$ cat config.mk
export PLATFORM = sky130hd
export DESIGN_NAME = pipe_stage_flat
export DESIGN_NICKNAME = d
export VERILOG_FILES = /design/src/rtl/pipe_stage_if.sv /design/src/rtl/pipe_stage.sv /design/src/flat_wrapper.sv
export SDC_FILE = /design/constraint.sdc
export NUM_CORES = 1
export LEC_CHECK = 0
export CAP_MARGIN = 25
export CORE_MARGIN = 8
export CORE_UTILIZATION = 51
export DETAILED_ROUTE_END_ITERATION = 8
export GPL_ROUTABILITY_DRIVEN = 0
export HOLD_SLACK_MARGIN = 0.15
export PLACE_DENSITY = 0.84
export SETUP_SLACK_MARGIN = 0.5
export SYNTH_ARGS = -nofsm -noshare
export SYNTH_HDL_FRONTEND = slang
export SYNTH_SLANG_ARGS = --single-unit
$ cat constraint.sdc
create_clock -name CLK -period 3.4 [get_ports CLK]
set_clock_uncertainty 0.2 [all_clocks]
set_input_delay 0.85 -clock CLK [delete_from_list [all_inputs] [get_ports CLK]]
set_output_delay 0.85 -clock CLK [all_outputs]
set_load 0.02 [all_outputs]
$ cat src/rtl/pipe_stage_if.sv
// Handshake bundle between an upstream producer, the pipe_stage skid buffer and a downstream consumer.
interface pipe_stage_if #(
  parameter int DATA_W = 32,
  parameter int CTRL_W = 8
);
  logic              in_valid;
  logic              in_ready;
  logic [DATA_W-1:0] in_data;
  logic [CTRL_W-1:0] in_ctrl;
  logic              in_halt;
  logic              out_valid;
  logic              out_ready;
  logic [DATA_W-1:0] out_data;
  logic [CTRL_W-1:0] out_ctrl;
  logic              out_halt;

  // The stage itself: consumes the upstream side, produces the downstream side.
  modport slave (
    input  in_valid, in_data, in_ctrl, in_halt, out_ready,
    output in_ready, out_valid, out_data, out_ctrl, out_halt
  );

  // Whatever surrounds the stage: feeds entries in and drains them out.
  modport master (
    output in_valid, in_data, in_ctrl, in_halt, out_ready,
    input  in_ready, out_valid, out_data, out_ctrl, out_halt
  );
endinterface

$ cat src/rtl/pipe_stage.sv
// Two-entry (main + skid) pipeline register with flush/bubble insert and a sticky HALT detector.
// Outputs come straight from the main registers; in_ready depends only on registered state.
module pipe_stage #(
  parameter int DATA_W = 32,
  parameter int CTRL_W = 8
) (
  input  logic         CLK,
  input  logic         RST_N,
  input  logic         flush,
  pipe_stage_if.slave  bus,
  output logic         halted,
  output logic [1:0]   count
);

  logic              main_valid;
  logic [DATA_W-1:0] main_data;
  logic [CTRL_W-1:0] main_ctrl;
  logic              main_halt;
  logic              skid_valid;
  logic [DATA_W-1:0] skid_data;
  logic [CTRL_W-1:0] skid_ctrl;
  logic              skid_halt;

  logic accept;
  logic pop;

  assign bus.in_ready  = ~skid_valid & ~halted;
  assign bus.out_valid = main_valid;
  assign bus.out_data  = main_data;
  assign bus.out_ctrl  = main_ctrl;
  assign bus.out_halt  = main_halt;

  assign accept = bus.in_valid & bus.in_ready;
  assign pop    = main_valid & bus.out_ready;
  assign count  = {1'b0, main_valid} + {1'b0, skid_valid};

  // ctrl/halt are cleared whenever an entry becomes invalid, so out_ctrl and
  // out_halt read 0 without any output gating.
  always_ff @(posedge CLK) begin
    if (!RST_N) begin
      main_valid <= 1'b0;
      main_data  <= '0;
      main_ctrl  <= '0;
      main_halt  <= 1'b0;
      skid_valid <= 1'b0;
      skid_data  <= '0;
      skid_ctrl  <= '0;
      skid_halt  <= 1'b0;
      halted     <= 1'b0;
    end else if (flush) begin
      main_valid <= 1'b0;
      main_ctrl  <= '0;
      main_halt  <= 1'b0;
      skid_valid <= 1'b0;
      skid_ctrl  <= '0;
      skid_halt  <= 1'b0;
    end else begin
      if (pop && main_halt) begin
        halted <= 1'b1;
      end
      // in_ready is low whenever skid is occupied, so the first branch never
      // coincides with an accept.
      if (pop && skid_valid) begin
        main_data  <= skid_data;
        main_ctrl  <= skid_ctrl;
        main_halt  <= skid_halt;
        skid_valid <= 1'b0;
        skid_ctrl  <= '0;
        skid_halt  <= 1'b0;
      end else if (accept && (!main_valid || pop)) begin
        main_valid <= 1'b1;
        main_data  <= bus.in_data;
        main_ctrl  <= bus.in_ctrl;
        main_halt  <= bus.in_halt;
      end else if (accept) begin
        skid_valid <= 1'b1;
        skid_data  <= bus.in_data;
        skid_ctrl  <= bus.in_ctrl;
        skid_halt  <= bus.in_halt;
      end else if (pop) begin
        main_valid <= 1'b0;
        main_ctrl  <= '0;
        main_halt  <= 1'b0;
      end
    end
  end

endmodule

$ cat src/flat_wrapper.sv
// flat-port wrapper written by rule: the top's interface ports become plain ports
module pipe_stage_flat 
#(
  parameter int DATA_W = 32,
  parameter int CTRL_W = 8
)
  (CLK, RST_N, flush, halted, count, bus_in_valid, bus_in_data, bus_in_ctrl, bus_in_halt, bus_out_ready, bus_in_ready, bus_out_valid, bus_out_data, bus_out_ctrl, bus_out_halt);
  pipe_stage_if #(.DATA_W(DATA_W), .CTRL_W(CTRL_W)) bus_i ();
  input  logic CLK;
  input  logic RST_N;
  input  logic flush;
  output logic halted;
  output logic [1:0] count;
  input wire logic [$bits(bus_i.in_valid)-1:0] bus_in_valid;
  input wire logic [$bits(bus_i.in_data)-1:0] bus_in_data;
  input wire logic [$bits(bus_i.in_ctrl)-1:0] bus_in_ctrl;
  input wire logic [$bits(bus_i.in_halt)-1:0] bus_in_halt;
  input wire logic [$bits(bus_i.out_ready)-1:0] bus_out_ready;
  output wire logic [$bits(bus_i.in_ready)-1:0] bus_in_ready;
  output wire logic [$bits(bus_i.out_valid)-1:0] bus_out_valid;
  output wire logic [$bits(bus_i.out_data)-1:0] bus_out_data;
  output wire logic [$bits(bus_i.out_ctrl)-1:0] bus_out_ctrl;
  output wire logic [$bits(bus_i.out_halt)-1:0] bus_out_halt;
  assign bus_i.in_valid = bus_in_valid;
  assign bus_i.in_data = bus_in_data;
  assign bus_i.in_ctrl = bus_in_ctrl;
  assign bus_i.in_halt = bus_in_halt;
  assign bus_i.out_ready = bus_out_ready;
  assign bus_in_ready = bus_i.in_ready;
  assign bus_out_valid = bus_i.out_valid;
  assign bus_out_data = bus_i.out_data;
  assign bus_out_ctrl = bus_i.out_ctrl;
  assign bus_out_halt = bus_i.out_halt;
  pipe_stage #(.DATA_W(DATA_W), .CTRL_W(CTRL_W)) u_core (.CLK(CLK), .RST_N(RST_N), .flush(flush), .bus(bus_i), .halted(halted), .count(count));
endmodule
* Word level (Yosys, flattened, before mapping)
Cells that the tools add are included.
** Word-level totals
- Flip-flop bits (word level) :: 85
- Input bits :: 46
- Output and inout port bits :: 46
- Word-level logic and storage cells :: 48
** Cells by class
- $add $sub $neg :: 1
- Equal/unequal tests :: 2
- Multiplexer cells :: 11
- Bitwise logic cells :: 9
- Reductions and logical operators :: 16
** Operators with widths (number)
- 32-bit two-way mux :: 2
- 8-bit two-way mux :: 4
- 2-bit AND reduction :: 4
- 1-bit NOT :: 6
- 1-bit two-way mux :: 5
- 4-bit AND reduction :: 1
- 2-bit nonzero test :: 2
- 1-bit bitwise AND :: 3
- 1-bit logical AND :: 3
- 3-bit inequality test (second input constant) :: 1
- 3-bit AND reduction :: 1
- 3-bit nonzero test :: 1
- 3-bit OR reduction :: 1
- 1-bit by 1-bit adder with 2-bit output :: 1
- 2-bit inequality test (second input constant) :: 1
- 2-bit OR reduction :: 1
- 1-bit logical NOT :: 1
- 1-bit logical OR :: 1

* Logic depth before layout (Yosys ltp)
Gate-level depths: netlist (run 1).
- Depth in word-level cells :: 6
- Gate-level depth with buffers :: 6
- Mapped depth without buffers :: 4

* Worst setup path after synthesis (run 1)
OpenSTA, ideal clock, no wires.
- Path kind :: input to register
- Start :: input port bus_in_valid
- End :: register u_core.main_data[3] (netlist: u_core.bus.out_data[3])
- Setup time :: 0.074 ns
- Arrival time :: 2.071 ns
- Required time :: 3.126 ns
- Path slack :: 1.055 ns
- Stages :: 6
- Buffers on the path :: 2
- Cells stage by stage :: or3b_1 -> buf_2 -> a211oi_4 -> buf_2 -> o21ai_1 -> a31oi_1
** On the way
- Word-level cells in the longest chain between the ends :: 4
** RTL lines
- from (decl) :: line flat_wrapper.sv:14 : input wire logic [$bits(bus_i.in_valid)-1:0] bus_in_valid;
- 1-bit bitwise AND :: line pipe_stage.sv:33 : assign accept = bus.in_valid & bus.in_ready;
- 1-bit logical AND :: line pipe_stage.sv:70 : end else if (accept && (!main_valid || pop)) begin
- 2-bit nonzero test (no line)
- 2-bit AND reduction (no line)
- to (signal assigned) :: line pipe_stage.sv:64 : main_data <= skid_data;
- to (signal assigned) :: line pipe_stage.sv:72 : main_data <= bus.in_data;
- to (decl) :: line pipe_stage.sv:16 : logic [DATA_W-1:0] main_data;
Every way passes these cells.
A chain may end at the register's enable or synchronous reset.

* Worst setup path after layout (run 1)
- Start :: register u_core.main_valid (netlist: u_core.bus.out_valid)
- End :: output port count[0]
** On the way
- Word-level cells in the longest chain between the ends :: 1
** RTL lines
- from (decl) :: line pipe_stage.sv:15 : logic main_valid;
- from (signal assigned) :: line pipe_stage.sv:41 : main_valid <= 1'b0;
- from (signal assigned) :: line pipe_stage.sv:51 : main_valid <= 1'b0;
- from (signal assigned) :: line pipe_stage.sv:71 : main_valid <= 1'b1;
- 1-bit by 1-bit adder with 2-bit output :: line pipe_stage.sv:35 : assign count = {1'b0, main_valid} + {1'b0, skid_valid};
- to (decl) :: line flat_wrapper.sv:13 : output logic [1:0] count;
Every way passes these cells.

==> results.md, run 1 <==
Layout:
- The fraction of final layout cells sized beyond drive strength 1 is 6.439%.
- The combined area of the multi-input logic cells is 0.001480 sq mm.
- The number of inserted filler cells in the final layout is 502.
- The repair_antennas step left the layout with diodes totalling 0.
- The total area of sequential cells is 0.001702 sq mm.
- The synthesis-to-finish area growth is 35.65%.
- After the flow finishes, the layout carries non-filler instances totaling 574.
- The number of nets in the layout is 539.

Min path:
- The worst hold path passes through 2 cells.
- The tightest min-delay check is of the reg2reg type.

Placed design:
- After detailed placement, the design holds a cell count of 558.
- Timing analysis after detailed placement gives a worst setup slack of 398.5 ps.
- The count of buffers added on input and output ports is 91.
- The post-detailed-placement half-perimeter wirelength is 5.783 mm.

Timing:
- The number of max-slew violations in the final report came to 0.
- Setup repair after global routing left no endpoint under its margin.
- For the pin with the worst max-slew slack, the measured transition is 532.6 ps.
- Measured against its own limit, the worst slew margin works out to 64.49%.
- The total setup violations reported at the end of the flow is 0.
- The final worst-path setup slack is 671.2 ps.
- The number of hold violations in the final report is 0.
- The period utilization is 80.26%.
- The minimum clock period after layout is 2729 ps.
- Summed over all failing endpoints, the final setup total negative slack is 0 ps.
- Timing would allow up to 0.3665 GHz.

Worst setup path:
- The worst endpoint required time is 2350 ps.
- Along the worst path, the maximum fanout reaches 9.
- The critical path is of the reg2out type.
- The worst setup path is captured at an output port.
- The launching element type of the critical path is a register.
- For the worst flop-to-flop path, the logic depth is 5.
- In this run the critical register-to-register path is launched from u_core.skid_valid.
- The endpoint of the lowest-slack register-to-register path is u_core.bus.out_data[27].
- The arrival time of the worst setup path is 1680 ps.
- The critical path startpoint is u_core.bus.out_valid.
- The setup slack on the worst flop-to-flop path is 1250 ps.
- In this run the worst setup path terminates at count[0].

Synth:
- Summing the sequential cell areas from Yosys gives 51.15% of the chip area.
- The number of nets handed over by synthesis was 459.
- The area of the mapped netlist is 0.003327 sq mm.
- In the synthesized netlist the async set-or-reset flop fraction comes to 0%.
- For this run, the leading register cell type out of synthesis is sky130_fd_sc_hd__dfxtp_1.
- In this run, synthesis produced a sequential element count of 85.
- The distinct cell type count after synthesis is 24.
- The number of warnings printed during yosys synthesis is 0.
- The gate count of the mapped netlist is 412.
- The synthesized area per cell is 8.075 sq um.
- The count of flip-flops with a built-in enable after synthesis is 0.

Floorplanning:
- The die is 96.77 um wide.
- The full die area is 0.009363 sq mm.
- The starting density of the core is 52.70%.
- The floorplan core area is 0.006314 sq mm.
- The count of standard-cell rows is 29.
- The die is 96.77 um tall.
- 92 I/O pins were placed.

Global routing:
- The first-pass GRT wire length is 14.09 mm.
- The number of antenna violations at the first check in global routing was 0.
- Entering global routing, the biggest net connects 65 pins.
- After global routing the overflow that remains totals 0.
- The combined global-route utilization of all metal layers is 17.74%.
- The number of global-route vias before repair is 2998.

Clock network:
- TritonCTS built the clock tree.
- CTS saw 85 sinks.
- The total clock buffers created by CTS is 9.
- After clock tree synthesis, the repair step resized 0 gates.
- The maximum clock insertion buffer count is 2.
- In this run the post-CTS setup repair buffer count came out at 0.
- After clock tree synthesis, the clock-pin slew on the worst setup and hold paths is 80 ps.
- The number of hold buffers added after CTS was 0.
- The H-tree was split into 3 levels.
- The cell sitting at the root of the clock tree is a sky130_fd_sc_hd__clkbuf_8.
- Clock latency on the worst-skew pair, taken at its later pin, is 340 ps.

Pwr:
- In this run, the clock network consumes 35.9% of the power.
- The analysis attributes to cell leakage a power of 1.701 nW.
- The share of total power dissipated in combinational logic is 13.7%.
- Per report_power, the sequential group accounts for 50.5% of the total.
- VDD sags by at most 373.4 uV.
- The switching power summed over all nets is 0.0005117 W.
- The power per unit of standard cell area is 461.5 mW/mm^2.
- The internal power summed over all cells is 0.001571 W.
- The switching fraction of total power is 24.57%.

Route:
- The detailed-router iteration count before antenna repair is 4.
- The routed wire length is 8.649 mm.
- The initial DRC count is 204.
- After detailed routing, the number of vias per cell comes to 5.592.
- The per-cell routed wire length is 15.07 um.
- The post-detailed-route count of antenna-violating nets is 0.
- The detailed-route via count is 3210.
- The residual DRC count is 0.

Flow run:
- Max-cap violations in this run came to 0.

Outcome:
- The run finished with clean final reports.
-- cells in the final DEF (no fill, tap or decap) --
master,n
sky130_fd_sc_hd__clkdlybuf4s50_1,90
sky130_fd_sc_hd__buf_2,1
sky130_fd_sc_hd__nor3_1,9
sky130_fd_sc_hd__a31oi_1,32
sky130_fd_sc_hd__buf_4,12
sky130_fd_sc_hd__inv_1,2
sky130_fd_sc_hd__clkbuf_1,1
sky130_fd_sc_hd__nor3b_1,1
sky130_fd_sc_hd__o21a_1,2
sky130_fd_sc_hd__a221oi_1,9
sky130_fd_sc_hd__nand2_1,98
sky130_fd_sc_hd__clkinvlp_4,1
sky130_fd_sc_hd__a21oi_1,2
sky130_fd_sc_hd__nor2_4,1
sky130_fd_sc_hd__o21ai_1,22
sky130_fd_sc_hd__ha_1,1
sky130_fd_sc_hd__o21ai_0,44
sky130_fd_sc_hd__bufinv_16,1
sky130_fd_sc_hd__nand3_1,34
sky130_fd_sc_hd__dfxtp_1,85
sky130_fd_sc_hd__nor3b_4,1
sky130_fd_sc_hd__buf_12,1
sky130_fd_sc_hd__clkbuf_8,12
sky130_fd_sc_hd__a211oi_4,1
sky130_fd_sc_hd__clkinv_2,1
sky130_fd_sc_hd__or3b_1,1
sky130_fd_sc_hd__mux2i_1,9
sky130_fd_sc_hd__nor2b_1,1
sky130_fd_sc_hd__nor2_1,20
sky130_fd_sc_hd__nand2b_1,2
-- cell usage after synthesis (9+ instances only) --
cell type	number	area share [%]
sky130_fd_sc_hd__a221oi_1	9	2.4
sky130_fd_sc_hd__a31oi_1	32	6.0
sky130_fd_sc_hd__buf_2	10	1.5
sky130_fd_sc_hd__clkbuf_1	23	2.6
sky130_fd_sc_hd__dfxtp_1	85	51
sky130_fd_sc_hd__mux2i_1	9	2.7
sky130_fd_sc_hd__nand2_1	98	11
sky130_fd_sc_hd__nand3_1	34	5.1
sky130_fd_sc_hd__nor2_1	21	2.4
sky130_fd_sc_hd__nor3_1	9	1.4
sky130_fd_sc_hd__o21ai_0	44	6.6
sky130_fd_sc_hd__o21ai_1	22	3.3
-- worst min path at each step --
stage / from / slack (ps) / endpoint
6_report: u_core.skid_data[26] / 250 / u_core.skid_data[26]
5_1_grt: u_core.skid_data[26] / 270 / u_core.skid_data[26]
4_1_cts: u_core.skid_data[26] / 250 / u_core.skid_data[26]
3_5_place_dp: u_core.skid_data[26] / 240 / u_core.skid_data[26]
3_3_place_gp: u_core.skid_data[7] / 240 / u_core.skid_data[7]
2_1_floorplan: u_core.skid_data[23] / 230 / u_core.skid_data[23]
-- power by group through the flow --
stage	clock network [W]	registers, W	logic [W]
finish	0.000747	0.00105	0.000285
global route	0.000802	0.00106	0.000306
CTS	0.000753	0.00105	0.000286
detailed placement	0	0.00107	0.000285
global placement	0	0.00107	0.000279
floorplan	0	0.00111	0.0000942
-- cell families (layout without fill, tap and decap cells) --
kind of cell | count (synthesis) | count (layout) | synth area share [%]
and+or+nand+nor | 168 | 168 | 21.51
DFF | 85 | 85 | 51.15
muxes | 9 | 9 | 2.708
buffers and inverters | 37 | 122 | 4.588
adders and majority gates | 1 | 1 | 0.3760
AOI/OAI and AO/OA | 112 | 112 | 19.67
-- critical path, stage by stage, from the launching register on --
cell and delay, ps:
sky130_fd_sc_hd__dfxtp_1 510, sky130_fd_sc_hd__ha_1 290, sky130_fd_sc_hd__clkdlybuf4s50_1 530
-- per-stage QoR --
step                hold slack, ps  utilization [%]  cell area (sq um)  total power, W
floorplan                    228.6                -               3327        0.001205
global placement             235.5            68.13               4302        0.001352
detailed placement           239.8            68.13               4302        0.001359
CTS                          253.2            71.48               4513        0.002090
global route                 274.9            71.48               4513        0.002163
finish                       252.7            71.48               4513        0.002083
-- final cells by class --
| class | count | area share (%) |
|---|---|---|
| Inverter | 2 | 0.1663 |
| Clock buffer | 13 | 3.743 |
| Sequential cell | 85 | 37.70 |
| Multi-Input combinational cell | 290 | 32.80 |
| Clock inverter | 3 | 0.9426 |
| Tap cell | 77 | 2.135 |
| Timing Repair Buffer | 104 | 22.51 |
-- registers in the layout, summed over array words and instances, names as in the netlist --
name,flops
u_core.bus.out_valid,1
u_core.bus.out_halt,1
u_core.skid_valid,1
u_core.skid_halt,1
u_core.skid_ctrl,8
u_core.bus.out_data,32
u_core.skid_data,32
u_core.halted,1
u_core.bus.out_ctrl,8
-- metal layers --
metal  vias up  wire length, um  track usage, %
li1       1590                -               -
met1      1499             3797           21.48
met2       110             4062           27.45
met3        11              635           7.112
met4         0              154           6.864
met5         -                0               0
No activity file was read; power rests on OpenSTA's default activity.
==> run 2, diff against run 1 <==
--- a/config.mk
+++ b/config.mk
@@ -7,11 +7,11 @@
 export LEC_CHECK = 0
 export CAP_MARGIN = 25
 export CORE_MARGIN = 8
-export CORE_UTILIZATION = 51
+export CORE_UTILIZATION = 43
 export DETAILED_ROUTE_END_ITERATION = 8
 export GPL_ROUTABILITY_DRIVEN = 0
 export HOLD_SLACK_MARGIN = 0.15
-export PLACE_DENSITY = 0.84
+export PLACE_DENSITY = 0.76
 export SETUP_SLACK_MARGIN = 0.5
 export SYNTH_ARGS = -nofsm -noshare
 export SYNTH_HDL_FRONTEND = slang
==> constraint.sdc (replaced) <==
create_clock -name CLK -period 2.2 [get_ports CLK]
set_clock_uncertainty 0.2 [all_clocks]
set_input_delay 0.55 -clock CLK [delete_from_list [all_inputs] [get_ports CLK]]
set_output_delay 0.55 -clock CLK [all_outputs]
set_load 0.02 [all_outputs]
==> results.md, run 2 (synthesis gave the netlist of run 1 again) <==
Pwr:
- The part of the power in combinational logic is 18.1% (+4.4 points).
- The switching power summed over all nets is 0.0009262 W (+81%).
- The post-layout total power is 0.003215 W (+54%).
- The static power due to leakage is 2.155 nW (+27%).
- The peak ir drop on the vdd network was 412.7 uV (+11%).
- The share of power burned in registers was 50.7% (+0.2 points).
- The switching fraction of total power came to 28.81% (+4.2 points).
- The power per unit of standard cell area is 609.0 mW/mm^2 (+32%).
- The internal power summed over all cells is 0.002289 W (+46%).
- The share of power burned in the clock network is 31.3% (-4.6 points).

Route:
- The post-detailed-route via-to-cell ratio was 5.461 (-2.3%).
- The per-cell routed wire length came to 17.42 um (+16%).
- The routed wire length was 11.18 mm (+29%).
- The residual DRC count came to 0 (unchanged).
- The initial DRC count is 169 (-17%).
- The detailed-router iteration count before antenna repair came to 4 (unchanged).
- The detailed-route via count is 3506 (+9.2%).
- The post-detailed-route count of antenna-violating nets is 0 (unchanged).

Worst setup path:
- The most critical setup path has its startpoint at u_core.skid_valid.
- The worst setup path is captured at a register.
- The startpoint-to-endpoint class of the critical path is reg2reg.
- The worst-path maximum fanout came to 9 (unchanged).
- The worst endpoint required time is 2270 ps (-80 ps).
- The startpoint identified for the worst register-to-register timing path is u_core.skid_valid.
- STA classifies the critical path startpoint as a register.
- The arrival time of the worst setup path is 2130 ps (+450 ps).

Placed design:
- The post-detailed-placement half-perimeter wirelength came to 6.062 mm (+4.8%).
- The total of buffers placed on input and output ports is 91 (unchanged).

Global routing:
- The met3 track demand over resource is 3.594% (-3.5 points).
- The first-pass GRT wire length was 17.41 mm (+24%).
- The combined global-route utilization of all metal layers came to 19.15% (+1.4 points).
- The maximum number of pins on one net before global-route repair is 46 (-29%).
- The global-route layer with the greatest usage is met2.
- The number of antenna violations at the first check in global routing was 0 (unchanged).
- The met1 capacity usage during global routing is 23.61% (+2.1 points).
- The number of global-route vias before repair was 3437 (+15%).
- The total congestion overflow is 0 (unchanged).
- The met2 track demand over resource is 31.99% (+4.5 points).

Timing:
- The final setup TNS was 0 ps (unchanged).
- The worst hold margin is 256.1 ps (+3.327 ps).
- The max-slew headroom at the worst pin is 73.74% (+9.3 points).
- Setup repair after global routing could not meet its margin everywhere.
- The minimum clock period after layout is 2067 ps.
- The total setup violations reported at the end of the flow was 0 (unchanged).
- The period utilization is 93.97%.
- Derived from the worst setup path, the maximum achievable clock frequency is 0.4837 GHz.
- The number of hold violations in the final report is 0 (unchanged).
- The transition time at the pin with the least slew margin is 393.9 ps (-138.8 ps).
- The number of max-slew violations in the final report is 0 (unchanged).

Layout:
- The total area of sequential cells was 0.001710 sq mm (+0.51%).
- The number of antenna diodes is 0 (unchanged).
- The number of nets in the layout was 582 (+8.0%).
- In the layout the commonest cells are sky130_fd_sc_hd__nand2_1, sky130_fd_sc_hd__dfxtp_1, sky130_fd_sc_hd__buf_2, sky130_fd_sc_hd__clkdlybuf4s50_1, sky130_fd_sc_hd__a31oi_1.
- The fraction of final layout cells sized beyond drive strength 1 is 34.63% (+28 points).
- Leaving out fill and tap cells, the most frequent cell in the layout is sky130_fd_sc_hd__nand2_1.
- The number of inserted filler cells in the final layout is 587 (+17%).
- The combined area of the multi-input logic cells came to 0.001828 sq mm (+23%).
- The synthesis-to-finish area growth is 58.67%.

Flow run:
- The max-cap violation count is 0 (unchanged).

Clock network:
- The clock latency at the later pin of the worst-skew pair is 360 ps (+20 ps).
- The maximum clock insertion buffer count is 2 (unchanged).
- The CTS tree is built.
- The clock slew at the register clock pins of the worst setup and hold paths is 90 ps (about the same).
- The H-tree depth reported by CTS is 3 (unchanged).
- The buffer type at the clock tree root is sky130_fd_sc_hd__clkbuf_8.
- The count of clock tree sinks is 85 (unchanged).
- The total clock buffers created by CTS came to 9 (unchanged).

Floorplanning:
- The floorplan core area is 0.007607 sq mm (+20%).
- The number of I/O pins is 92 (unchanged).
- The chip width came to 104.0 um (+7.4%).
- The count of standard-cell rows is 32 (+10%).
- The starting density of the core is 43.73% (-9.0 points).
- The full die area came to 0.01081 sq mm (+15%).
- The die outline height is 104.0 um (+7.4%).

Min path:
- The path class of the lowest-slack min-delay path is reg2reg.
- The beginning of the worst hold path is u_core.skid_data[29].

Outcome:
- The run finished with clean final reports.
-- run 2: cell count changes in the layout (fill, tap and decap cells not counted), moves of 8 or more --
cell / delta
sky130_fd_sc_hd__nand3_1: -9
sky130_fd_sc_hd__clkdlybuf4s50_1: -49
sky130_fd_sc_hd__buf_4: +12
sky130_fd_sc_hd__a221oi_1: -9
sky130_fd_sc_hd__buf_6: +16
sky130_fd_sc_hd__o21ai_2: +27
sky130_fd_sc_hd__a221oi_2: +8
sky130_fd_sc_hd__buf_2: +42
sky130_fd_sc_hd__nand3_2: +9
sky130_fd_sc_hd__o21ai_0: -27
-- run 2: metrics by stage --
| step | util [%] | cells | setup slack [ps] | area (sq um) |
|---|---|---|---|---|
| 4_1_cts | 65.38 | 629 | 215.8 | 4974 |
| 5_1_grt | 69.39 | 642 | 47.39 | 5279 |
| 3_3_place_gp | 58.47 | 592 | -352.3 | 4448 |
| 2_1_floorplan | - | 412 | 186.7 | 3376 |
| 6_report | 69.39 | 642 | 132.8 | 5279 |
| 3_5_place_dp | 58.47 | 592 | -433.8 | 4448 |
-- run 2: worst paths after layout --
check | to | slack [ps] | cells past startpoint
max | u_core.skid_data[14] | 130 | 8
min | u_core.skid_data[29] | 260 | 2
max reg2reg | u_core.skid_data[14] | 130 | 8
min reg2reg | u_core.skid_data[29] | 260 | 2
-- run 2: final cells by class --
class	count	share of cell area, %
multi-input combinational	291	34.63
timing repair buffer	146	27.09
inverter	2	0.1422
tap	102	2.418
clock buffer	9	2.347
sequential	85	32.40
clock inverter	7	0.9718
-- run 2: timing repair --
item                                    4_1_cts  5_1_grt
resized for setup                           288       36
pin swaps                                    17        8
hold buffers                                  0        0
endpoints found under the setup margin      129       90
setup buffers                                11        7
gates cloned                                 10        6
-- run 2: power by group through the flow --
stage	combinational, W	clock, W	sequential (W)
6_report	0.000581	0.00101	0.00163
5_1_grt	0.000615	0.00108	0.00164
4_1_cts	0.000522	0.00102	0.00163
3_5_place_dp	0.000454	0	0.00166
3_3_place_gp	0.000448	0	0.00166
2_1_floorplan	0.000152	0	0.00172
-- run 2: critical path: stages, from the launching register on --
cell and delay [ps]:
sky130_fd_sc_hd__dfxtp_4 370, sky130_fd_sc_hd__or3b_4 420, sky130_fd_sc_hd__buf_6 130, sky130_fd_sc_hd__buf_6 100
sky130_fd_sc_hd__nor3b_4 200, sky130_fd_sc_hd__buf_6 200, sky130_fd_sc_hd__clkbuf_16 170, sky130_fd_sc_hd__nand3_1 80
sky130_fd_sc_hd__o21ai_0 110
-- run 2: metal layers --
| metal | vias up | wire (um) | share of wire [%] |
|---|---|---|---|
| met4 | 0 | 227 | 2.0 |
| met2 | 122 | 5513 | 49 |
| met1 | 1670 | 4831 | 43 |
| met3 | 19 | 609 | 5.4 |
| li1 | 1695 | - | - |
| met5 | - | 0 | 0 |
==> variant 1: new RTL, settings of run 2 <==
Reset style: asynchronous (`RST_N`), changed in one clocked block.
--- a/src/rtl/pipe_stage.sv
+++ b/src/rtl/pipe_stage.sv
@@ -37,5 +37,5 @@
   // ctrl/halt are cleared whenever an entry becomes invalid, so out_ctrl and
   // out_halt read 0 without any output gating.
-  always_ff @(posedge CLK) begin
+  always_ff @(posedge CLK or negedge RST_N) begin
     if (!RST_N) begin
       main_valid <= 1'b0;
Formal check against the unedited RTL: differs if RST_N is asserted again (counterexample within 4 cycles, from zero or initial values and one cycle with RST_N low); with RST_N held inactive, the same outputs for 4 cycles.
==> variant 1 against run 2 <==
Routed wire length down 11%. First-iteration DRC count shrank 61%. Largest cell class is now registers. Worst setup slack worse by 0.079 ns. Synthesized area up 14%. Die area up 12%. Sequential cell count did not move. Design area increased by 9.0%.
Power is not compared: it rests on default switching activity, and its combinational part moved more than twofold at a synthesized area within 25%.
==> variant 1: results (changes against run 2) <==
### Status
• finished clean — status

### Hold path
• u_core.skid_data[26] — worst min-delay path endpoint
• u_core.skid_data[26] — Min-Delay Startpoint
• 1 — hold path cells, -1

### Finish
• 1790 µm² — multi-input combinational cell area, -2.0%
• 0.589 — fraction of final layout cells sized beyond drive strength 1, +0.243
• 153 — multi-input logic cell count, -47%
• 512 — Cell Count, Final, Fillers Out, -20%
• 0.253 — fraction of cell area in non-clock buffers, -0.0177
• 148 — count of buffers not belonging to the clock network in the layout, +1.4%
• 51.2% — area added between synthesis and finish
• 11 — final-layout clock buffer total, +2
• 446 — Final #Nets, -23%
• 2130 µm² — flip-flop and latch area, +25%

### Critical path
• u_core.bus.out_data[14] — capture point of the worst reg-to-reg path
• sky130_fd_sc_hd__dfrtp_2 — standard cell with the maximum stage delay on the critical path
• 0.05 ns — Reg2Reg Setup Slack, -0.08 ns
• 8 — largest fanout on the critical path, -1
• 2.18 ns — Worst EP arrival, +0.05 ns
• u_core.halted — launching point of the worst reg2reg path
• 6 — length in cells of the worst reg-to-reg path, -2

### Clock network
• 1 — hold-fix buffer count after cts, +1
• 14 — setup fix buffers added after clock tree synthesis, +3
• 246 — Resized cells post-CTS, -15%

### STA
• 0.753 — worst slew margin relative to its limit, +0.0157
• 0.309 ns — Final Hold Slack, +0.0529 ns

### Yosys
• 3810 µm² — Mapped Area, +14%
• sky130_fd_sc_hd__dfrtp_1 — flip-flop cell with the highest count after synthesis
• 28 — Cell variety after synth, +17%
• 303 — Mapped Nets, -34%
• 256 — gate count of the mapped netlist, -38%
• 0.559 — sequential element share of the synthesized area, +0.0472
• sky130_fd_sc_hd__dfrtp_1 56%, sky130_fd_sc_hd__mux2_2 31%, sky130_fd_sc_hd__a32o_1 2.4% — largest cells by area after synthesis
• 104 x sky130_fd_sc_hd__mux2_2, 85 x sky130_fd_sc_hd__dfrtp_1, 10 x sky130_fd_sc_hd__nor2b_1 — cell types with the highest counts after synthesis
• 1.00 — fraction of registers with async set or reset after synthesis, +1.00

### Global route
• 0 — antenna violations before repair, unchanged
• 0.277 — met2 Resource Use GR, -0.0429
• 0.0430 — global routing met3 resource utilization, +0.00709
• 0.213 — met1 track demand over resource, -0.0227
• 15700 µm — wire length of the first global-routing pass, -9.8%
• 2956 — via count of the first global-routing pass, -14%

### Drt
• 5.26 — number of vias per cell, -3.8%
• 4980 µm — length of routed met2 wiring, -9.6%
• 4350 µm — post-route met1 wirelength, -10%
• 19.5 µm — post-DR wirelength/cell, +12%
• 66 — number of violations reported at the end of detailed-routing iteration 0, -61%
• 522 µm — met3 WL, -14%

### Place
• 461 — placed cell count, -22%
• 6050 µm — Final HPWL DP, -0.16%
• 4990 µm² — placed cell area, +12%

## variant 1: cell types whose count changed in the layout (fill, tap and decap cells not counted), moves of 30 or more
cell,before,now
sky130_fd_sc_hd__mux2_4,0,39
sky130_fd_sc_hd__nand2_1,97,1
sky130_fd_sc_hd__mux2_2,0,66
sky130_fd_sc_hd__dfxtp_1,82,0
sky130_fd_sc_hd__a31oi_1,30,0
sky130_fd_sc_hd__dfrtp_1,0,83
## variant 1: cells by family after synthesis
kind of cell	after synthesis	share of synthesized area
buffers and inverters	18	0.0273
flip-flops	85	0.559
multiplexers	105	0.311
adder cells (fa/ha/maj)	1	0.00329
AO/OA/AOI/OAI	27	0.0644
AND/OR/NAND/NOR	20	0.0358
## variant 1: power groups by stage
stage	Sequential [mW]	Combinational [mW]	Clock [mW]
2_1_floorplan	2.40	0.539	0
3_3_place_gp	2.19	1.43	0
3_5_place_dp	2.21	1.47	0
4_1_cts	2.17	1.55	1.28
5_1_grt	2.23	1.83	1.36
6_report	2.18	1.72	1.26
## variant 1: worst max-delay path by stage
stage                            from                      end  slack, ns  cells after the start
finish                  u_core.halted  u_core.bus.out_data[14]       0.05                      6
global route        u_core.skid_valid  u_core.bus.out_data[15]       0.01                      6
CTS                 u_core.skid_valid  u_core.bus.out_data[21]       0.04                      6
detailed placement       bus_in_valid  u_core.bus.out_data[26]      -0.47                      5
global placement         bus_in_valid      u_core.skid_ctrl[0]      -0.46                      5
floorplan                bus_in_valid  u_core.bus.out_data[11]       0.02                      5
## variant 1: critical path, delay by kind of cell, from the launching register on
family | cells | cell delay [ns]
DFF | 1 | 0.43
and+or+nand+nor | 1 | 0.42
buffers and inverters | 3 | 0.41
muxes | 1 | 0.31
AOI/OAI and AO/OA | 1 | 0.27
==> variant 2: new RTL, settings of run 2 <==
Without the edit above. `CTRL_W` is set to 8 in 3 places; all go to 12.
--- a/src/rtl/pipe_stage_if.sv
+++ b/src/rtl/pipe_stage_if.sv
@@ -2,5 +2,5 @@
 interface pipe_stage_if #(
   parameter int DATA_W = 32,
-  parameter int CTRL_W = 8
+  parameter int CTRL_W = 12
 );
   logic              in_valid;
--- a/src/rtl/pipe_stage.sv
+++ b/src/rtl/pipe_stage.sv
@@ -3,5 +3,5 @@
 module pipe_stage #(
   parameter int DATA_W = 32,
-  parameter int CTRL_W = 8
+  parameter int CTRL_W = 12
 ) (
   input  logic         CLK,
--- a/src/flat_wrapper.sv
+++ b/src/flat_wrapper.sv
@@ -3,5 +3,5 @@
 #(
   parameter int DATA_W = 32,
-  parameter int CTRL_W = 8
+  parameter int CTRL_W = 12
 )
   (CLK, RST_N, flush, halted, count, bus_in_valid, bus_in_data, bus_in_ctrl, bus_in_halt, bus_out_ready, bus_in_ready, bus_out_valid, bus_out_data, bus_out_ctrl, bus_out_halt);
Ports: changed (resized bus_in_ctrl and bus_out_ctrl); port bits go from 92 to 100. The function was not compared with the original's and may differ.
==> variant 2 against run 2 <==
Sequential cell count increased by 8. Routed wire length is 11% higher. Critical path type unchanged. Total power up 5.7%. Combinational power fell by 4.1%. Synthesized area grew 7.6%. Critical endpoint is now u_core.bus.out_data[20]. Design area up 2.4%. Largest cell class is now registers. Count of clock-buffer cells in the layout is 1 higher. Worst setup slack improved by 0.027 ns.
==> variant 2: results (changes against run 2) <==
### Status
• finished clean — status

### Global route
• 3625 — via count of the first global-routing pass, +5.5%
• 0.336 — met2 Resource Use GR, +0.0159
• 0.235 — met1 track demand over resource, -0.000871
• 18600 µm — wire length of the first global-routing pass, +7.0%
• 0.0702 — global routing met3 resource utilization, +0.0343
• 72 — pin count of the biggest net entering global routing, +57%
• 1 — antenna violations before repair, +1
• 0.203 — GRT Overall Usage, +0.0114

### Place
• 629 — placed cell count, +6.3%
• 4710 µm² — placed cell area, +5.8%
• 6520 µm — Final HPWL DP, +7.6%
• 99 — number of port buffers, +8.8%
• -0.471 ns — pre-CTS setup slack, -0.0371 ns

### Run
• 0 — max-cap violations, unchanged

### Yosys
• 444 — gate count of the mapped netlist, +7.8%
• 125 x sky130_fd_sc_hd__nand2_1, 93 x sky130_fd_sc_hd__dfxtp_1, 37 x sky130_fd_sc_hd__o21ai_1 — cell types with the highest counts after synthesis
• 0.213 — complex-gate fraction of the synthesized area, +0.0165
• 0 — proportion of synthesized area in mux cells, -0.0271
• 23 — Cell variety after synth, -4.2%
• 0.00350 — fraction of the mapped netlist area in adder cells, -0.000266
• 0 — Yosys warnings, unchanged
• sky130_fd_sc_hd__dfxtp_1 — flip-flop cell with the highest count after synthesis
• 0 — fraction of registers with async set or reset after synthesis, unchanged
• 0 — count of flip-flops with a built-in enable after synthesis, unchanged
• 495 — Mapped Nets, +7.8%
• sky130_fd_sc_hd__dfxtp_1 52%, sky130_fd_sc_hd__nand2_1 13%, sky130_fd_sc_hd__a31oi_1 5.6% — largest cells by area after synthesis
• 0.520 — sequential element share of the synthesized area, +0.00863

### Power and ir drop
• 473 µV — IR Drop Worst-Case VDD, +15%
• 2.11 nW — static power due to leakage, -2.2%
• 0.262 — switching share of power, -0.0266

### STA
• 490 MHz — maximum clock frequency, +1.3%
• 0.311 ns — Slew @ Worst Pin, -0.0829 ns
• 0.250 ns — Final Hold Slack, -0.00621 ns

### Drt
• 3773 — via count, +7.6%
• 5.58 — number of vias per cell, +2.2%
• 12400 µm — total detailed-routing wirelength, +11%
• 338 — number of violations reported at the end of detailed-routing iteration 0, +100%
• 5 — Pre-Repair DR Iteration Count, +1

### Critical path
• 2.10 ns — Worst EP arrival, -0.03 ns
• 0.16 ns — Reg2Reg Setup Slack, +0.03 ns
• 16 — largest fanout on the critical path, +7

### Clock network
• 2 — clock tree buffer depth, unchanged
• 0 — hold-fix buffer count after cts, unchanged
• 0.35 ns — Clk Latency, worst-skew pair
• 0.09 ns — Clk pin slew, worst setup/hold paths, about the same
• sky130_fd_sc_hd__clkbuf_8 — library cell used as clock root buffer

### Finish
• 647 — filler cell count in the final layout, +10%
• 619 — Final #Nets, +6.4%
• 0.268 — fraction of final layout cells sized beyond drive strength 1, -0.0779

### Hold path
• reg -> reg — path class of the lowest-slack min-delay path

-- variant 2: cell count changes in the layout (fill, tap and decap cells not counted), moves of 10 or more --
cell                       before  now
sky130_fd_sc_hd__a222oi_1       0   12
sky130_fd_sc_hd__o21ai_2       27   12
sky130_fd_sc_hd__o21ai_1       21   46
sky130_fd_sc_hd__nand2_1       97  125
sky130_fd_sc_hd__o21ai_0       17    7
-- variant 2: power by group through the flow --
stage	registers [mW]	logic, mW	clock network [mW]
after floorplan	1.86	0.159	0
after global placement	1.81	0.445	0
after detailed placement	1.81	0.453	0
after CTS	1.77	0.508	1.07
after global routing	1.78	0.590	1.15
final	1.77	0.557	1.07
-- variant 2: per-layer routing --
| metal | part of all wire | vias to the layer above |
|---|---|---|
| met5 | 0 | - |
| met4 | 0.023 | 0 |
| met3 | 0.088 | 28 |
| met2 | 0.49 | 181 |
| met1 | 0.40 | 1765 |
| li1 | - | 1799 |
-- variant 2: per-stage QoR --
stage                     total power, mW  utilization
after global placement               2.25        0.579
after global routing                 3.52        0.664
final                                3.40        0.664
after floorplan                      2.02            -
after detailed placement             2.26        0.579
after CTS                            3.34        0.624
-- variant 2: repair_timing --
item | in CTS | in global routing
resized for setup | 252 | 45
endpoints found under the setup margin | 142 | 101
cloned | 9 | 6
endpoints found under the hold margin | 0 | 0
buffers inserted | 13 | 5
pin swaps | 6 | 9
-- variant 2: layout make-up --
type                            count  area (µm²)  area share
Multi-Input combinational cell    314        1760       0.326
Timing Repair Buffer              149        1460       0.270
Clock inverter                      3        40.0     0.00741
Inverter                            1        3.75    0.000695
Tap cell                          105         131      0.0243
Antenna cell                        1        2.50    0.000463
Sequential cell                    93        1870       0.347
Clock buffer                       10         128      0.0236
-- variant 2: worst max-delay path, cell delays in order, from the launching register on --
cell and delay, ns:
sky130_fd_sc_hd__dfxtp_2 0.34, sky130_fd_sc_hd__or3b_4 0.42, sky130_fd_sc_hd__a211oi_4 0.26, sky130_fd_sc_hd__buf_4 0.19, sky130_fd_sc_hd__buf_16 0.16, sky130_fd_sc_hd__o21ai_1 0.09, sky130_fd_sc_hd__a31oi_1 0.27
-- variant 2: worst paths after layout --
path	end	startpoint	depth (start not counted)
hold reg to reg	u_core.skid_data[6]	u_core.skid_data[6]	2
setup / recovery	u_core.bus.out_data[20]	u_core.halted	6
hold / removal	u_core.skid_data[6]	u_core.skid_data[6]	2
setup reg to reg	u_core.bus.out_data[20]	u_core.halted	6
-- variant 2: logic make-up after synthesis --
| kind of cell | after synthesis |
|---|---|
| AO/OA/AOI/OAI | 128 |
| flip-flops | 93 |
| buffers and inverters | 38 |
| AND/OR/NAND/NOR | 184 |
| adder cells (fa/ha/maj) | 1 |
